$ cat src/rtl/mux_sel_ctrl.sv
// mux_sel_ctrl: two-source valid/ready front end that drives an enabled 2:1 mux round-robin.
// Optional feature macro MUX_SEL_CTRL_BACK2BACK_EN chains grants with no idle cycle.
module mux_sel_ctrl #(
    parameter int WIDTH       = 4,
    parameter int HOLD_CYCLES = 2
) (
    input  logic             clk,
    input  logic             rst_n,
    input  logic             in0_valid,
    output logic             in0_ready,
    input  logic [WIDTH-1:0] in0_data,
    input  logic             in1_valid,
    output logic             in1_ready,
    input  logic [WIDTH-1:0] in1_data,
    output logic             en,
    output logic             sel,
    output logic [WIDTH-1:0] D0,
    output logic [WIDTH-1:0] D1,
    output logic             busy
);

    if (HOLD_CYCLES < 1 || HOLD_CYCLES > 15) begin : g_bad_hold
        $fatal(1, "mux_sel_ctrl: HOLD_CYCLES must be in 1..15");
    end

    typedef enum logic {
        IDLE  = 1'b0,
        DRIVE = 1'b1
    } state_e;

    localparam logic [3:0] HoldReload = 4'(HOLD_CYCLES - 1);

    state_e             state_q, state_d;
    logic               en_q, en_d;
    logic               sel_q, sel_d;
    logic               last_q, last_d;
    logic [3:0]         cnt_q, cnt_d;
    logic               full0_q, full0_d;
    logic               full1_q, full1_d;
    logic [WIDTH-1:0]   d0_q, d0_d;
    logic [WIDTH-1:0]   d1_q, d1_d;

    // last resets to 1 so that source 0 wins the first tie.
    always_ff @(posedge clk or negedge rst_n) begin
        if (!rst_n) begin
            state_q <= IDLE;
            en_q    <= 1'b0;
            sel_q   <= 1'b0;
            last_q  <= 1'b1;
            cnt_q   <= 4'd0;
            full0_q <= 1'b0;
            full1_q <= 1'b0;
            d0_q    <= '0;
            d1_q    <= '0;
        end else begin
            state_q <= state_d;
            en_q    <= en_d;
            sel_q   <= sel_d;
            last_q  <= last_d;
            cnt_q   <= cnt_d;
            full0_q <= full0_d;
            full1_q <= full1_d;
            d0_q    <= d0_d;
            d1_q    <= d1_d;
        end
    end

    always_comb begin
        state_d = state_q;
        en_d    = en_q;
        sel_d   = sel_q;
        last_d  = last_q;
        cnt_d   = cnt_q;
        full0_d = full0_q;
        full1_d = full1_q;
        d0_d    = d0_q;
        d1_d    = d1_q;

        case (state_q)
            IDLE: begin
                if (full0_q || full1_q) begin
                    state_d = DRIVE;
                    en_d    = 1'b1;
                    sel_d   = (full0_q && full1_q) ? ~last_q : full1_q;
                    cnt_d   = HoldReload;
                end
            end
            DRIVE: begin
                if (cnt_q != 4'd0) begin
                    cnt_d = cnt_q - 4'd1;
                end else begin
                    last_d = sel_q;
                    if (sel_q) full1_d = 1'b0;
                    else       full0_d = 1'b0;
`ifdef MUX_SEL_CTRL_BACK2BACK_EN
                    // Hand straight over to the other source if it is already waiting.
                    if (sel_q ? full0_q : full1_q) begin
                        sel_d = ~sel_q;
                        cnt_d = HoldReload;
                    end else begin
                        state_d = IDLE;
                        en_d    = 1'b0;
                    end
`else
                    state_d = IDLE;
                    en_d    = 1'b0;
`endif
                end
            end
            default: begin
                state_d = IDLE;
                en_d    = 1'b0;
            end
        endcase

        // A source being freed this edge is still full, so it can never be accepted here too.
        if (in0_valid && !full0_q) begin
            full0_d = 1'b1;
            d0_d    = in0_data;
        end
        if (in1_valid && !full1_q) begin
            full1_d = 1'b1;
            d1_d    = in1_data;
        end
    end

    assign in0_ready = ~full0_q;
    assign in1_ready = ~full1_q;
    assign en        = en_q;
    assign sel       = sel_q;
    assign D0        = d0_q;
    assign D1        = d1_q;
    assign busy      = full0_q | full1_q | en_q;

endmodule

$ cat config.mk
export PLATFORM = sky130hd
export DESIGN_NAME = mux_sel_ctrl
export DESIGN_NICKNAME = d
export VERILOG_FILES = /design/src/rtl/mux_sel_ctrl.sv
export SDC_FILE = /design/constraint.sdc
export NUM_CORES = 1
export LEC_CHECK = 0
export BUFFER_PORTS_ARGS = -buffer_cell sky130_fd_sc_hd__clkbuf_2
export CAP_MARGIN = 20
export CORE_AREA = 2 2 55 57
export DETAILED_ROUTE_END_ITERATION = 16
export DIE_AREA = 0 0 57 59
export MAX_ROUTING_LAYER = met4
export PLACE_DENSITY_LB_ADDON = 0.15
export SYNTH_ARGS = -nofsm -noshare
export SYNTH_HDL_FRONTEND = slang
export SYNTH_SLANG_ARGS = --single-unit
$ cat constraint.sdc
create_clock -name clk -period 1.3 [get_ports clk]
set_input_delay 0.13 -clock clk [delete_from_list [all_inputs] [get_ports clk]]
set_output_delay 0.13 -clock clk [all_outputs]
set_load 0.05 [all_outputs]
==> results of run 1 <==
-- cell families after synthesis --
kind of cell    share of synthesized area (%)
simple gates                             14.1
flops                                    56.1
compound gates                           9.16
mux                                      13.8
buf+inv                                  3.73
fa+ha+maj                                3.11
-- layer usage --
layer / track usage, % / part of all wire [%]
met1: 14.2 / 47
met2: 16.7 / 47
met3: 2.62 / 4.4
met4: 6.31 / 2.2
met5: - / 0
-- area by class of cell --
class                           instances  area (um^2)
Fill cell                             287         1580
Sequential cell                        18          455
Multi-Input combinational cell         41          360
Timing Repair Buffer                   33          220
Tap cell                               31         38.8
Clock buffer                            4         36.3
Inverter                                5         18.8
-- critical path: stages (launching register included) --
cell and delay [ns]:
dfrtp_2 0.42, or3_4 0.39, buf_8 0.16
-- layout by cell type, fill, tap and decap left out, types with 3 or more instances in the layout --
master    synthesis  final
clkbuf_2          0     21
dfrtp_1          17     14
mux2_1            8      8
buf_4             0      7
inv_2             1      5
o21ai_0           5      5
nand2_1           4      4
nor2_1            4      3
clkbuf_4          0      3
dfrtp_2           0      3
-- timing repair --
item / CTS / global route
setup buffers: 2 / 0
hold endpoints to repair: 17 / 0
gates resized for setup: 10 / 14
pin swaps: 2 / 3
setup endpoints to repair: 2 / 15
hold buffers: 1 / 0
-- through the flow --
step	worst slack [ns]	TNS, ns	util (%)
after floorplan	0.0223	0	-
after global placement	0.0222	0	36.8
after detailed placement	0.00711	0	36.8
after CTS	-0.0967	-0.0967	40.0
after global routing	-0.123	-0.237	41.7
final	-0.0815	-0.0815	41.7
-- final timing paths --
check	from	to	slack [ns]	cells past startpoint
min in group asynchronous	rst_n	D0[1]	0.31	2
setup reg to reg	cnt_q[1]	cnt_q[0]	0.01	5
hold / removal	in1_data[3]	D1[3]	0.05	2
hold reg to reg	last_q	last_q	0.47	2
max in group asynchronous	rst_n	last_q	0.64	2
setup / recovery	full0_q	busy	-0.08	2
==> impl_metrics.json, run 1 <==
{
  "wl_um": 1610,
  "nets": 116,
  "via_count": 625,
  "die_h_um": 59,
  "firstDrtPassIters": 2,
  "ios": 25,
  "antenna_found_initial": 0,
  "arrival_ns": 1.25,
  "cts-root-buf": "clkbuf_4",
  "clock.fmax_ghz": 0.724,
  "hold_viol": 0,
  "cts_tree": "done",
  "netlist_top_cells_area": "dfrtp_1 (53%), mux2_1 (11%), dfstp_2 (3.3%)",
  "startpoint_type": "flip-flop",
  "grt_max_degree": 19,
  "yosys_warnings": 0,
  "drc_errors": 0,
  "period_share_pct": 106,
  "port_buffers": 24,
  "syn_area_um2": 806,
  "synth-main-ff-cell": "dfrtp_1",
  "hold_ws_ns": 0.0468,
  "post_drt_via_cell_ratio": 4.73,
  "violations": "setup timing",
  "hpwlAfterDp_um": 1190,
  "h-tree-depth": 1,
  "finalSetupViolCount": 1,
  "fin_ws_ns": -0.0815,
  "grt_pass1_vias": 616,
  "crit_path_max_fanout": 2,
  "yosysTopAreaCellShare_pct": 52.8,
  "drv_slew": 0,
  "async_flop_share_pct": 100,
  "clock-sinks": 18,
  "first_iter_violations": 5,
  "placed_area_um2": 998,
  "clkTransAtPathRegs_ns": 0.11,
  "stdcell_count": 132,
  "path_class": "reg2out",
  "grt_pass1_wl_um": 2770,
  "max_slew_margin_pct": 69.1,
  "synth_commonest_cells": "dfrtp_1 (17), mux2_1 (8), o21ai_0 (5)",
  "gp_congestion": 0.743,
  "syn2layout_area_growth_pct": 40.2,
  "clk_latency_ns": 0.29,
  "worst-slew-pin-transition_ns": 0.463,
  "outcome": "finished with violations",
  "globalRouteOverflowTotal": 0,
  "ys_seq_elements": 18,
  "hp-class": "in2reg",
  "die_x_um": 57,
  "yosysMostFrequentCell": "dfrtp_1",
  "clock_path_buffers": 2,
  "synth_edf_count": 0,
  "route.detailed.wl_per_inst_um": 12.2,
  "place_inst": 125,
  "synth_cell_types": 25,
  "end_kind": "primary output",
  "required_ns": 1.17,
  "antenna_cells": 0,
  "syn-instance-count": 65,
  "rsz0062_at_grt": "yes",
  "start_util_pct": 29.7,
  "ys_seq_area_share_pct": 56.1,
  "layout-drive-gt1-share_pct": 52.5,
  "syn_avg_cell_area_um2": 12.4,
  "synth_fp_nets": 79,
  "fin_area_mm2": 0.00113,
  "ant_nets": 0,
  "core_area_mm2": 0.00271,
  "grt_usage_pct": 11.3,
  "die_area_mm2": 0.00336,
  "num_rows": 19,
  "finalCriticalPeriod_ns": 1.38,
  "cts_buffers": 3,
  "cap_violations": 0,
  "synth.largest_area_cell": "dfrtp_1",
  "clock_skew_ns": 0.00557
}
Power of run 1 is left out: the tool's default activity adds up to more than one toggle a clock period on the data nets, which glitch-free logic cannot reach.
==> inputs of run 2 (changes only) <==
--- a/config.mk
+++ b/config.mk
@@ -12,6 +12,7 @@
 export DIE_AREA = 0 0 57 59
 export MAX_ROUTING_LAYER = met4
 export PLACE_DENSITY_LB_ADDON = 0.15
+export REMOVE_ABC_BUFFERS = 1
 export SYNTH_ARGS = -nofsm -noshare
 export SYNTH_HDL_FRONTEND = slang
 export SYNTH_SLANG_ARGS = --single-unit
==> impl_metrics.json, run 2 (synthesis gave the netlist of run 1 again) <==
{
  "rsz0062_at_grt": "yes",
  "worstRegToRegCells": 5,
  "port_buffers": 24,
  "cp_num_cells": 2,
  "clock.fmax_ghz": 0.723,
  "route.detailed.wl_per_inst_um": 12.2,
  "num_rows": 19,
  "required_ns": 1.17,
  "end_kind": "primary output",
  "nets": 118,
  "cp_slowest_stage_delay_ns": 0.42,
  "ios": 25,
  "fin_area_mm2": 0.00114,
  "worst_path_dominant_cell_family": "flip-flops",
  "finalCriticalPeriod_ns": 1.38,
  "max_slew_margin_pct": 70.4,
  "antenna_found_initial": 0,
  "dp_slack_ns": -0.0457,
  "die_area_mm2": 0.00336,
  "final_common_cell": "clkbuf_2",
  "outcome": "finished with violations",
  "syn2layout_area_growth_pct": 41.8,
  "cap_violations": 0,
  "ant_nets": 0,
  "nFillCells": 280,
  "path_cells": "or3_4 -> buf_8",
  "clkTransAtPathRegs_ns": 0.11,
  "h-tree-depth": 1,
  "finalSetupViolCount": 1,
  "r2r_slack_ns": 0.04,
  "fin_ws_ns": -0.0837,
  "firstDrtPassIters": 4,
  "antenna_cells": 0,
  "clock_skew_ns": 0.00678,
  "worstReg2RegStart": "cnt_q[0]",
  "startpoint_type": "flip-flop",
  "clock-sinks": 18,
  "wl_met3_um": 78,
  "path_buf_inv": 1,
  "worst-slew-pin-transition_ns": 0.445,
  "path_class": "reg2out",
  "cts-root-buf": "clkbuf_4",
  "place_inst": 124,
  "hpwlAfterDp_um": 1210,
  "hp-class": "in2reg",
  "post_drt_via_cell_ratio": 4.72,
  "crit_path_end": "busy",
  "grt_pass1_vias": 636,
  "first_iter_violations": 20,
  "drt-met1-wl_um": 722,
  "period_share_pct": 106,
  "drv_slew": 0,
  "violations": "setup timing",
  "multi_input_area_um2": 367,
  "crit_path_max_fanout": 2,
  "arrival_ns": 1.25,
  "die_h_um": 59,
  "wl_um": 1640,
  "stdcell_count": 134,
  "cts_tree": "done",
  "layout_common_cells": "clkbuf_2 (21), dfrtp_1 (15), buf_4 (11), mux2_1 (8), o21ai_0 (5)",
  "drc_errors": 0,
  "startpoint": "full0_q",
  "dr.max_layer_used": "met4",
  "die_x_um": 57,
  "reg2reg_to": "cnt_q[0]",
  "clock_path_buffers": 2,
  "clk_latency_ns": 0.29,
  "grt_pass1_wl_um": 2810,
  "globalRouteOverflowTotal": 0,
  "core_area_mm2": 0.00271,
  "cts_buffers": 3,
  "met2_length_um": 815,
  "start_util_pct": 29.7,
  "hold_viol": 0,
  "grt_max_degree": 19,
  "via_count": 633,
  "grt_usage_pct": 11.1,
  "gp_congestion": 0.730,
  "layout-drive-gt1-share_pct": 51.5,
  "slowest_stage": "dfrtp_2",
  "seqCellArea_um2": 454,
  "placed_area_um2": 991
}
## run 2: cell type report
type / instances / share of cell area, %
Sequential cell: 18 / 39.8
Multi-Input combinational cell: 41 / 32.1
Timing Repair Buffer: 35 / 19.9
Tap cell: 31 / 3.40
Clock buffer: 4 / 3.18
Inverter: 5 / 1.64
## run 2: metrics by stage
stage | util (%) | setup TNS [ns] | hold slack [ns]
6_report | 42.2 | -0.0837 | 0.0463
5_1_grt | 42.2 | -0.184 | 0.0384
4_1_cts | 40.7 | -0.0985 | 0.0432
3_5_place_dp | 36.6 | -0.0688 | 0.0977
3_3_place_gp | 36.6 | 0 | 0.100
2_1_floorplan | - | 0 | -0.166
## run 2: worst min path at each step
stage	startpoint	endpoint	slack, ns	depth (start not counted)
3_5_place_dp	rst_n	D0[2]	0.1	1
5_1_grt	in0_data[3]	D0[3]	0.04	2
4_1_cts	in1_data[2]	D1[2]	0.04	2
6_report	in0_data[3]	D0[3]	0.05	2
2_1_floorplan	rst_n	D0[0]	-0.17	0
3_3_place_gp	rst_n	D0[2]	0.10	1
## run 2: routing by layer
metal | global-route usage, % | vias up
met3 | 3.28 | 2
met4 | 2.99 | 0
met5 | - | -
li1 | - | 300
met1 | 13.5 | 314
met2 | 18.1 | 17
## run 2: repair_timing
item,in CTS,in global routing
endpoints found under the hold margin,17,0
setup buffers,3,2
pin swaps,3,3
gates resized for setup,11,10
hold buffers,1,0
endpoints found under the setup margin,6,13
Power of run 2 is left out for the same reason.
